`src/rtl/down_counter.sv`:
```
// Loadable down-counter with IDLE/RUN/DONE sequencing, borrow-out and a one-cycle done pulse.
// Define DOWN_COUNTER_RELOAD_EN for auto-reload from the last loaded value on borrow.
module down_counter #(
    parameter int N = 6
) (
    input  logic         clk,
    input  logic         rst,
    input  logic         ld,
    input  logic [N-1:0] initld,
    input  logic         en,
    input  logic         start,
    output logic [N-1:0] count,
    output logic         busy,
    output logic         bo,
    output logic         done
);

    typedef enum logic [1:0] {
        S_IDLE = 2'd0,
        S_RUN  = 2'd1,
        S_DONE = 2'd2
    } state_t;

    state_t       state_q, state_d;
    logic [N-1:0] count_q, count_d;
    logic         done_q, done_d;
`ifdef DOWN_COUNTER_RELOAD_EN
    logic [N-1:0] reload_q, reload_d;
`endif

    always_comb begin
        state_d = state_q;
        count_d = count_q;
        done_d  = 1'b0;
`ifdef DOWN_COUNTER_RELOAD_EN
        reload_d = reload_q;
`endif
        case (state_q)
            S_IDLE: begin
                if (ld) begin
                    count_d = initld;
`ifdef DOWN_COUNTER_RELOAD_EN
                    reload_d = initld;
`endif
                end
                // start sees the freshly loaded value when ld arrives in the same cycle
                if (start) state_d = (count_d != '0) ? S_RUN : S_DONE;
            end
            S_RUN: begin
                if (ld) begin
                    count_d = initld;
`ifdef DOWN_COUNTER_RELOAD_EN
                    reload_d = initld;
`endif
                end else if (en) begin
                    if (count_q != '0) begin
                        count_d = count_q - 1'b1;
                    end else begin
`ifdef DOWN_COUNTER_RELOAD_EN
                        if (reload_q != '0) begin
                            count_d = reload_q;
                            done_d  = 1'b1;
                        end else begin
                            state_d = S_DONE;
                        end
`else
                        state_d = S_DONE;
`endif
                    end
                end
            end
            S_DONE:  state_d = S_IDLE;
            default: state_d = S_IDLE;
        endcase
        if (state_d == S_DONE) done_d = 1'b1;
    end

    always_ff @(posedge clk) begin
        if (rst) begin
            state_q <= S_IDLE;
            count_q <= '0;
            done_q  <= 1'b0;
`ifdef DOWN_COUNTER_RELOAD_EN
            reload_q <= '0;
`endif
        end else begin
            state_q <= state_d;
            count_q <= count_d;
            done_q  <= done_d;
`ifdef DOWN_COUNTER_RELOAD_EN
            reload_q <= reload_d;
`endif
        end
    end

    assign count = count_q;
    assign busy  = (state_q == S_RUN);
    assign bo    = busy & en & (count_q == '0);
    assign done  = done_q;

endmodule

```
`config.mk`:
```
export PLATFORM = sky130hd
export DESIGN_NAME = down_counter
export DESIGN_NICKNAME = d
export VERILOG_FILES = /design/src/rtl/down_counter.sv
export SDC_FILE = /design/constraint.sdc
export NUM_CORES = 1
export LEC_CHECK = 0
export ABC_CLOCK_PERIOD_IN_PS = 2760
export BUFFER_PORTS_ARGS = -buffer_cell sky130_fd_sc_hd__buf_2
export CORE_AREA = 2 2 39 41
export CTS_BUF_LIST = sky130_fd_sc_hd__clkbuf_8
export CTS_CLUSTER_SIZE = 16
export DETAILED_ROUTE_END_ITERATION = 10
export DIE_AREA = 0 0 41 43
export PLACE_DENSITY = 0.74
export SLEW_MARGIN = 40
export SYNTH_ARGS = -nofsm -noshare
export SYNTH_HDL_FRONTEND = slang
export SYNTH_SLANG_ARGS = --single-unit
```
`constraint.sdc`:
```
create_clock -name clk -period 2.76 [get_ports clk]
set_clock_uncertainty 0.2 [all_clocks]
set_input_delay 0.552 -clock clk [delete_from_list [all_inputs] [get_ports clk]]
set_output_delay 0.552 -clock clk [all_outputs]
set_load 0.02 [all_outputs]
```
# After elaboration in Yosys (flattened, before gate mapping)

Cells that the tools add are included.

Add/sub/neg operators: 1
Multiply operators: 0
Divide/modulo/power cells: 0
Order comparisons: 0
Equality and inequality tests: 4
Shift-type cells: 0
Muxes and demuxes: 13
Bitwise gates (word level): 2
Reduce and logical (&&, ||, !) cells: 6

Operators with widths:

| operator                                                                 | count |
|---|---|
| 6-bit two-way mux                                                        | 5 |
| 6-bit one-hot mux with 2 select lines                                    | 1 |
| 6-bit nonzero test                                                       | 2 |
| 2-bit two-way mux                                                        | 5 |
| 6-bit logical NOT                                                        | 1 |
| 6-bit by 1-bit subtractor with 6-bit output (second input constant)      | 1 |
| 2-bit one-hot mux with 2 select lines                                    | 1 |
| 3-bit by 2-bit inequality test with 1-bit output (second input constant) | 1 |
| 3-bit inequality test (second input constant)                            | 1 |
| 3-bit AND reduction                                                      | 1 |
| 1-bit AND                                                                | 2 |
| 2-bit by 1-bit equality test with 1-bit output (second input constant)   | 1 |
| 2-bit equality test (second input constant)                              | 1 |
| 2-bit logical NOT                                                        | 1 |
| 2-bit nonzero test                                                       | 1 |
| 1-bit two-way mux                                                        | 1 |

Flip-flop bits (word level): 9
Bits in latches: 0
Memory bits (writable): 0
Memory bits (read-only): 0
Bits of input ports: 11
Output and inout port bits: 9
Logic and storage cells: 29
Memories: 0

# Longest topological paths before layout

Gate-level depths: netlist of run 1.

Depth after elaboration: 8
Mapped depth: 7

# Least setup slack after synthesis of run 1

No wires, ideal clock.

Kind: reg2reg
Start: reg count_q[2] (netlist: count[2])
End: reg done_q (netlist: done)
Library setup time: 0.064 ns
Arrival time: 1.832 ns
Setup slack: 0.664 ns
Stages on the path, launching flop included: 6
Path buffers: 0
Clock period less this slack: 2.096 ns
Cells stage by stage: dfxtp_1 > or4_4 > or4_1 > o31a_1 > o32a_1 > nor2_1

Word-level cells in the longest chain between the ends: 8
Elaborated cells on any way between the ends: 12
Those cells by class: eq/ne (1); mux (9); reduce/logical (2)

Ends and longest elaborated chain:

| item                                      | RTL line | text |
|---|---|---|
| start, declared                           | 25       | `logic [N-1:0] count_q, count_d;` |
| start signal, assigned                    | 88       | `count_q <= count_d;` |
| 6-bit two-way mux                         | 40       | `if (ld) begin` |
| 6-bit two-way mux                         | 38       | `case (state_q)` |
| 6-bit nonzero test                        | 47       | `if (start) state_d = (count_d != '0) ? S_RUN : S_DONE;` |
| 2-bit two-way mux (2 in a row)            | 47       |  |
| 2-bit one-hot mux with 2 select lines (*) | 38       |  |
| 2-bit equality test (*)                   | 75       | `if (state_d == S_DONE) done_d = 1'b1;` |
| 1-bit two-way mux (*)                     | 75       |  |
| end signal, assigned                      | 89       | `done_q <= done_d;` |
| end, declared                             | 26       | `logic done_q, done_d;` |

Every way passes the cells marked *; elsewhere a longest branch is shown, timed or not. The select of a mux whose other input is x is not followed.
A chain may end at the register's enable or synchronous reset.

# Final worst setup path of run 1

Start: reg count_q[2] (netlist: count[2])
End: out bo

Word-level cells in the longest chain between the ends: 2

Ends and longest elaborated chain:

| item              | RTL line | text |
|---|---|---|
| 6-bit logical NOT | 98       | `assign bo = busy & en & (count_q == '0);` |
| 1-bit AND         | 98       |  |
| end, declared     | 14       | `output logic bo,` |

No other way between the ends.

==> flow_summary.ini, run 1 <==
[outcome]
status = complete, no violations

[die]
die_x_microns = 41
die-height_microns = 43
rows = 14
core_area_sq_mm = 0.00138
io-pin-count = 20
start_util_pct = 44.6
die_area_sq_mm = 0.00176

[sta]
hold_viol_final = 0
final.setup.tns_ns = 0
rsz0062_at_grt = false
fmax_mhz = 408
setup_viol = 0
tightest_slew_ns = 0.438
fin_crit_sh_pct = 88.8
slew_headroom_pct = 70.5
report.final.slew_viol_count = 0
period_minus_slack_ns = 2.45

[drt]
wirelength_microns = 1690
detail_route.wl_per_cell_microns = 14.2
viasPerCell = 5.91
vias = 703
drcViolationCount = 0
ant_nets = 0
drt_iter0_markers = 27
drt_pass1_iterations = 4

[clock_tree]
cts_max_path_buffers = 2
cts.clk_slew.worst_paths_ns = 0.05
clock-sinks = 9
hold_buffers = 0
cts_resized = 0
cts_tree = yes
clockRootBuffer = clkbuf_8
clk_latency_ns = 0.23
cts_max_level = 1
numCtsBuffers = 3
post-cts-setup-buffers = 0

[logic_synthesis]
yosysUniqueCellTypes = 31
synth_cells = 83
yosysSeqAreaShare_pct = 29.2
syn-num-nets = 96
ys_warn_count = 0
ys_ff_latch = 9
syn-cell-area_sq_um = 617
synth_area_per_cell_sq_um = 7.43

[cells_and_area]
multi_input_area_sq_um = 403
fill_cells = 129
nNetsFinal = 117
drive_gt1_share_pct = 24.3
antenna_cells = 0
register_area_sq_um = 180
area_growth_pct = 24.1
postLayoutCellArea_sq_um = 766

[pwr]
switchingPower_mw = 0.158
comb_power_share_pct = 30.0
netSwitchingFraction_pct = 34.9
powerDensity_mw_per_mm2 = 591
pwr-share-seq_pct = 36.2
p_leak_nw = 0.347
p_clk_share_pct = 33.8
p_int_mw = 0.295
vdd_drop_max_uv = 356
total_power_mw = 0.453

[setup_path]
slowest_delay_ns = 0.56
crit_required_ns = 2.01
crit_chain = or4_4 -> nor2_1 -> nand3_1 -> inv_1 -> buf_2
critPathArrivalTime_ns = 1.70
cp_max_fo = 9
path_delay_family = simple AND/OR/NAND/NOR gates
critPathLaunchType = flop
critPathBufInv = 2
path_class = reg2out
cp-end-kind = primary output
slowest_stage = or4_4

[global_route]
grt_antenna_before_repair = 0
met1_usage_pct = 30.2
grt_max_degree = 17
grt.overflow.total = 0
track_usage_pct = 21.7
grt_pass1_vias = 601
met3_usage_pct = 4.71
grt.busiest_layer = met2
grt_pass1_wl_microns = 2590
grtUsageMet2_pct = 30.6

[worst_hold_path]
hp-class = reg2reg

[placed_design]
placed_area_sq_um = 721
portBuffers = 19
gp_congestion = 0.846
dp.final_hpwl_microns = 1220

[flow_run]
cap_violations = 0
## cells by family after synthesis
logic type                 Yosys count  share of synthesized area (%)
buffers and inverters                9                           5.48
AOI/OAI and AO/OA                   29                           30.4
DFF                                  9                           29.2
adders and majority gates            2                           4.06
muxes                                1                           1.62
and+or+nand+nor                     33                           29.2
## flip-flops by register name (all words and copies together) (netlist names)
signal   flops
done         1
state_q      2
count        6
## per-stage QoR
step	setup WS (ns)	util [%]	std cells	hold WS [ns]
5_1_grt	0.243	55.3	119	0.375
4_1_cts	0.341	55.3	119	0.332
2_1_floorplan	0.664	-	83	0.325
3_5_place_dp	0.519	52.1	115	0.321
6_report	0.310	55.3	119	0.336
3_3_place_gp	0.550	52.1	115	0.305
## layout by cell type (no fill, tap or decap)
cell type / instances
a31oi_1: 4
nand2b_1: 3
inv_1: 7
dfxtp_1: 9
o31ai_1: 1
o31a_1: 1
nand4_1: 1
nand2_1: 6
o21bai_1: 1
nor2b_1: 3
nand3b_1: 1
nand3_1: 2
or4_1: 1
a211o_1: 1
or4_4: 1
nor3_1: 2
ha_1: 2
nor3b_1: 1
a21oi_1: 8
nand4b_1: 1
mux2i_1: 1
a311oi_1: 1
or2_2: 1
nor2_1: 8
a211oi_1: 5
o41ai_1: 1
o21ai_0: 5
o32a_1: 1
clkbuf_8: 3
nor4_1: 1
buf_2: 19
or4_2: 1
## worst min-delay path: stages (launching register included)
cell and delay, ns:
dfxtp_1 0.33, o21ai_0 0.09, a21oi_1 0.07
## final cells by class
type / count / share of cell area, %
Tap cell: 16 / 2.61
Inverter: 6 / 2.94
Clock inverter: 1 / 0.490
Sequential cell: 9 / 23.5
Clock buffer: 3 / 5.39
Multi-Input combinational cell: 65 / 52.6
Timing Repair Buffer: 19 / 12.4
## power by group through the flow
stage          combinational (mW)  sequential (mW)  clock, mW
6_report                    0.136            0.164      0.153
5_1_grt                     0.149            0.166      0.165
4_1_cts                     0.135            0.163      0.155
3_5_place_dp                0.134            0.166          0
3_3_place_gp                0.133            0.164          0
2_1_floorplan              0.0849            0.172          0
## layer usage
metal	part of all wire, %	vias to the layer above
met4	0.53	0
met1	48	325
li1	-	349
met5	0	-
met3	6.7	2
met2	45	27
## final timing paths
| check | from | endpoint | slack [ns] | depth (start not counted) |
|---|---|---|---|---|
| setup reg to reg | count[2] | done | 0.59 | 5 |
| hold reg to reg | count[5] | count[5] | 0.34 | 2 |
| setup / recovery | count[2] | bo | 0.31 | 5 |
| hold / removal | count[5] | count[5] | 0.34 | 2 |
## Yosys cell counts, drive strengths merged
cell type,count,area share (%)
a211o,1,1.4
a211oi,5,6.1
a21oi,8,6.5
a311oi,1,1.4
a31oi,4,4.1
clkbuf,3,1.8
dfxtp,9,29
ha,2,4.1
inv,6,3.7
mux2i,1,1.6
nand2,6,3.7
nand2b,3,3.0
nand3,2,1.6
nand3b,1,1.2
nand4,1,1.0
nand4b,1,1.4
nor2,8,4.9
nor2b,3,3.0
nor3,2,1.6
nor3b,1,1.2
nor4,1,1.0
o21ai,5,4.1
o21bai,1,1.2
o31a,1,1.4
o31ai,1,1.2
o32a,1,1.6
o41ai,1,1.4
or2,1,1.0
or4,3,4.5
(Power assumes the default switching activity.)
==> inputs of run 2 (changes only) <==
==> constraint.sdc (replaced) <==
create_clock -name clk -period 2.76 [get_ports clk]
set_clock_uncertainty 0.2 [all_clocks]
set_input_delay 0.138 -clock clk [delete_from_list [all_inputs] [get_ports clk]]
set_output_delay 0.138 -clock clk [all_outputs]
set_load 0.02 [all_outputs]
==> run 2 against run 1 <==
- final area up 1.3%
- clock power is 3% higher
- via count increased by 4.4%
- count of clock-buffer cells in the layout stayed put
- utilization is 0.72 points higher
- cell count increased by 0.84%
- combinational power barely moved
- global-route usage up 1.0 points
- hold slack worse by 0.33 ns
- register-to-register slack better by 0.03 ns
- sequential share of layout area decreased by 0.30 points
- setup slack better by 0.31 ns
- critical endpoint is now state_q[1]
==> flow_summary.ini, run 2 (synthesis results as in run 1) <==
[setup_path]
crit_chain = or4_4 -> or4_1 -> o31a_1 -> o32a_1 -> nor2_1
critPathLaunchType = flop
critPathArrivalTime_ns = 2.12
cp_max_fo = 9
slowest_stage = or4_4
path_class = reg2reg
cp-end-kind = flop
slowest_delay_ns = 0.55
crit_required_ns = 2.73

[outcome]
status = complete, no violations

[placed_design]
placed_area_sq_um = 721
portBuffers = 19
gp_congestion = 0.873
dp.final_hpwl_microns = 1220

[flow_run]
cap_violations = 0

[cells_and_area]
fill_cells = 125
nNetsFinal = 118
largest_reg_flops = 6
drive_gt1_share_pct = 24.0
postLayoutCellArea_sq_um = 776
layout_commonest_cell = buf_2
layout_common_cells = 19 x buf_2, 9 x dfxtp_1, 8 x nor2_1, 8 x a21oi_1, 7 x inv_1
antenna_cells = 0
area_growth_pct = 25.8

[sta]
fin_crit_sh_pct = 77.7
rsz0062_at_grt = false
hold_viol_final = 0
report.final.slew_viol_count = 0
setup_viol = 0
fmax_mhz = 466
period_minus_slack_ns = 2.14
tightest_slew_ns = 0.438
final.setup.tns_ns = 0
slew_headroom_pct = 70.6

[global_route]
grt_max_degree = 17
grt_pass1_vias = 598
grt_pass1_wl_microns = 2660
track_usage_pct = 22.7
grt.overflow.total = 0
grt_antenna_before_repair = 0

[clock_tree]
cts.clk_slew.worst_paths_ns = 0.05
cts_max_level = 1
clockRootBuffer = clkbuf_8
cts_tree = yes
numCtsBuffers = 3
cts_max_path_buffers = 2
clk_latency_ns = 0.24
clock-sinks = 9

[pwr]
vdd_drop_max_uv = 289
pwr-share-seq_pct = 35.9
p_int_mw = 0.296
netSwitchingFraction_pct = 35.4
switchingPower_mw = 0.162
comb_power_share_pct = 29.8
p_clk_share_pct = 34.3
powerDensity_mw_per_mm2 = 590
p_leak_nw = 0.351

[die]
io-pin-count = 20
die-height_microns = 43
start_util_pct = 44.6
rows = 14
core_area_sq_mm = 0.00138
die_x_microns = 41
die_area_sq_mm = 0.00176

[drt]
drt_pass1_iterations = 4
drcViolationCount = 0
viasPerCell = 6.12
detail_route.wl_per_cell_microns = 15.1
drt_iter0_markers = 28
vias = 734
ant_nets = 0
wirelength_microns = 1810

[worst_hold_path]
hp-class = in2reg
run 2: critical path: cells and delay by family (launching register included):
| kind | cells | cell delay, ns |
|---|---|---|
| AOI/OAI and AO/OA | 2 | 0.44 |
| DFF | 1 | 0.39 |
| and+or+nand+nor | 3 | 1.05 |
run 2: layout make-up:
type                            instances  area, sq um  share of cell area [%]
Clock inverter                          1         3.75                   0.484
Inverter                                6         22.5                    2.90
Timing Repair Buffer                   20          105                    13.5
Tap cell                               16         20.0                    2.58
Sequential cell                         9          180                    23.2
Clock buffer                            3         41.3                    5.32
Multi-Input combinational cell         65          403                    51.9
run 2: final timing paths:
check | depth (start not counted) | start | endpoint | slack (ns)
worst max-delay path | 5 | count[2] | state_q[1] | 0.62
worst min-delay path | 3 | initld[4] | count[4] | 0.007
worst max register to register | 5 | count[2] | state_q[1] | 0.62
worst min register to register | 2 | count[5] | count[5] | 0.32
run 2: metal layers:
| layer | share of wire [%] | GRT usage (%) | vias to the layer above | routed length (microns) |
|---|---|---|---|---|
| li1 | - | - | 354 | - |
| met1 | 45 | 29.9 | 338 | 809 |
| met2 | 47 | 33.8 | 35 | 847 |
| met3 | 6.8 | 4.71 | 7 | 124 |
| met4 | 1.8 | 10.7 | 0 | 32 |
| met5 | 0 | 0 | - | 0 |
run 2: power groups by stage:
stage                     logic (mW)  registers, mW  clock network (mW)
after floorplan               0.0849          0.172                   0
after global placement         0.133          0.164                   0
after detailed placement       0.132          0.166                   0
after CTS                      0.136          0.163               0.157
after global routing           0.150          0.166               0.164
final                          0.136          0.164               0.157
run 2: timing repair:
item	CTS	global route
endpoints found under the hold margin	5	0
hold buffers	1	0
gates resized for setup	0	0
setup buffers	0	0
endpoints found under the setup margin	0	0
run 2: metrics by stage:
step / std cells / setup slack, ns / hold WS, ns / util, % / power, mW
floorplan: 83 / 0.664 / 0.00707 / - / 0.257
global placement: 115 / 0.701 / 0.215 / 52.1 / 0.297
detailed placement: 115 / 0.667 / 0.220 / 52.1 / 0.298
CTS: 120 / 0.628 / 0.0137 / 56.1 / 0.455
global route: 120 / 0.559 / 0.0190 / 56.1 / 0.480
finish: 120 / 0.616 / 0.00728 / 56.1 / 0.458
==> inputs of run 3 (changes only) <==
==> config.mk (replaced) <==
export PLATFORM = sky130hd
export DESIGN_NAME = down_counter
export DESIGN_NICKNAME = d
export VERILOG_FILES = /design/src/rtl/down_counter.sv
export SDC_FILE = /design/constraint.sdc
export NUM_CORES = 1
export LEC_CHECK = 0
export ABC_AREA = 1
export ABC_CLOCK_PERIOD_IN_PS = 2160
export BUFFER_PORTS_ARGS = -buffer_cell sky130_fd_sc_hd__buf_2
export CORE_MARGIN = 1.5
export CORE_UTILIZATION = 52
export CTS_BUF_LIST = sky130_fd_sc_hd__clkbuf_8
export CTS_CLUSTER_SIZE = 16
export DETAILED_ROUTE_END_ITERATION = 10
export PLACE_DENSITY = 0.8
export SLEW_MARGIN = 40
export SYNTH_ARGS = -nofsm -noshare
export SYNTH_HDL_FRONTEND = slang
export SYNTH_SLANG_ARGS = --single-unit
==> constraint.sdc (replaced) <==
create_clock -name clk -period 2.16 [get_ports clk]
set_clock_uncertainty 0.2 [all_clocks]
set_input_delay 0.108 -clock clk [delete_from_list [all_inputs] [get_ports clk]]
set_output_delay 0.108 -clock clk [all_outputs]
set_load 0.02 [all_outputs]
==> run 3 against run 2 <==
- final area rose by 11%
- synthesized cell count rose by 39%
- combinational power rose by 91%
- total power rose by 46%
- synthesized area rose by 15%
- utilization rose by 11 points
- first-iteration DRC count fell by 36%
- register-to-register slack got worse by 0.14 ns
- highest routed layer unchanged
==> flow_summary.ini, run 3 <==
[global_route]
grt_pass1_vias = 735
grt_max_degree = 15
grt.overflow.total = 0
grt_antenna_before_repair = 0
grt_pass1_wl_microns = 3050
track_usage_pct = 28.9

[cells_and_area]
layout_commonest_cell = nand2_1
largest_reg_flops = 6
postLayoutCellArea_sq_um = 865
fill_cells = 135
antenna_cells = 0
layout_common_cells = 33 x nand2_1, 19 x buf_2, 18 x nor2_1
drive_gt1_share_pct = 26.8
nNetsFinal = 152
area_growth_pct = 22.3

[logic_synthesis]
yosysMostFrequentCell = nand2_1
yosysSeqAreaShare_pct = 25.5
synth_edf_count = 0
synth_area_per_cell_sq_um = 6.15
ys_ff_latch = 9
yosys.area.top_type = dfxtp_1
synth_cells = 115
synth_top_area_share_pct = 25.5
yosysUniqueCellTypes = 21
async_flop_share_pct = 0
ys_warn_count = 0
synth_commonest_cells = 33 x nand2_1, 18 x nor2_1, 9 x dfxtp_1, 9 x inv_1, 8 x a21oi_1
syn-num-nets = 128
netlist_top_cells_area = dfxtp_1 25%, nand2_1 18%, nor2_1 9.6%, a21oi_1 5.7%, nand3_1 5.0%
syn-cell-area_sq_um = 707
synth_flop_cell = dfxtp_1

[die]
core_area_sq_mm = 0.00128
die_x_microns = 39.9
die_area_sq_mm = 0.00159
start_util_pct = 55.0
rows = 13
io-pin-count = 20
die-height_microns = 39.9

[setup_path]
crit_chain = inv_1 -> ha_1 -> nand4_1 -> nor2_1 -> buf_2
crit_required_ns = 1.85
regToRegSetupSlack_ns = 0.48
critPathLaunchType = flop
timing.rr.start = count[0]
critPathBufInv = 2
path_class = reg2out
r2r-end = count[5]
path_delay_family = buffers and inverters
cp-end-kind = primary output
slowest_stage = dfxtp_1
crit_cells = 5
cp_max_fo = 7
slowest_delay_ns = 0.32
critPathArrivalTime_ns = 1.44
rr_worst_depth = 8

[drt]
vias = 852
viasPerCell = 5.57
ant_nets = 0
drt_iter0_markers = 18
drt_pass1_iterations = 4
wl_met3_microns = 85
top_layer_used = met4
drcViolationCount = 0
wirelength_microns = 1950
wl_met1_microns = 851
wl_met2_microns = 972
detail_route.wl_per_cell_microns = 12.7

[sta]
setup_viol = 0
rsz0062_at_grt = false
tightest_slew_ns = 0.333
hold_viol_final = 0
fmax_mhz = 571
report.final.slew_viol_count = 0
final.setup.tns_ns = 0
fin_crit_sh_pct = 81.0
period_minus_slack_ns = 1.75
slew_headroom_pct = 77.8

[pwr]
vdd_drop_max_uv = 456
p_leak_nw = 0.455
powerDensity_mw_per_mm2 = 771

[clock_tree]
cts_max_level = 1
post-cts-setup-buffers = 0
clk_latency_ns = 0.24
clock-sinks = 9
cts_tree = yes
hold_buffers = 1
cts_max_path_buffers = 2
cts_resized = 0
numCtsBuffers = 3
cts.clk_slew.worst_paths_ns = 0.05
clockRootBuffer = clkbuf_8

[placed_design]
placed_area_sq_um = 810
portBuffers = 19
gp_congestion = 0.898
dp.final_hpwl_microns = 1480

[flow_run]
cap_violations = 0

[outcome]
status = complete, no violations

[worst_hold_path]
hold_path_end = state_q[0]
holdPathStages = 5
hp-class = in2reg
hold_start = start
==> run 3: changes by cell type after synthesis, moves of 3 or more <==
cell	change
inv_1	+3
nand2_2	+4
nand2_1	+27
inv_2	+3
nand2b_1	-3
a31oi_1	-4
nor2b_1	-3
a211oi_1	-5
nor2_1	+10
clkbuf_1	-3
nand3_1	+5
==> run 3: kinds of logic (layout without fill, tap and decap cells) <==
kind of cell    after synthesis  in the layout  synth area share (%)
simple gates                 70             70                  45.3
xor+xnor                      1              1                  1.24
buf+inv                      13             36                  7.96
flops                         9              9                  25.5
compound gates               20             20                  16.5
fa+ha+maj                     2              2                  3.54
==> run 3: area by class of cell <==
class,instances,area (sq um),area share [%]
multi-input combinational,93,470,54.4
sequential,9,180,20.8
timing repair buffer,20,105,12.2
inverter,12,45.0,5.21
clock buffer,3,41.3,4.78
tap,15,18.8,2.17
clock inverter,1,3.75,0.434
==> run 3: power by group <==
part	leakage [nW]	internal (mW)	switching, mW
logic	0.354	0.0892	0.171
clock network	0.0269	0.124	0.0730
registers	0.0742	0.187	0.0229
total	0.455	0.400	0.266
==> run 3: per-stage QoR <==
stage / instances / worst slack, ns / power, mW / utilization [%] / hold WS (ns)
2_1_floorplan: 115 / 0.489 / 0.394 / - / -0.0229
3_5_place_dp: 148 / 0.534 / 0.465 / 63.0 / 0.139
3_3_place_gp: 148 / 0.650 / 0.459 / 63.0 / 0.140
6_report: 153 / 0.410 / 0.667 / 67.3 / 0.0253
4_1_cts: 153 / 0.437 / 0.664 / 67.3 / 0.0230
5_1_grt: 153 / 0.292 / 0.707 / 67.3 / 0.0419
==> run 3: worst max-delay path by stage <==
stage,start,endpoint
global route,count[0],bo
global placement,count[0],count[5]
finish,count[0],bo
CTS,count[0],bo
floorplan,count[0],done
detailed placement,count[0],count[5]
==> run 3: worst register-to-register path: stages (launching register included) <==
cell	delay, ns
dfxtp_1	0.35
inv_1	0.13
ha_1	0.24
nand3_1	0.10
nand2_2	0.08
a21oi_2	0.24
nor2_1	0.07
nor2_1	0.12
nor2_1	0.05
==> run 3: per-layer routing <==
| layer | track usage [%] | vias up |
|---|---|---|
| met5 | 0 | - |
| met4 | 13.8 | 0 |
| met3 | 1.70 | 5 |
| met2 | 50.4 | 26 |
| met1 | 35.0 | 400 |
| li1 | - | 421 |
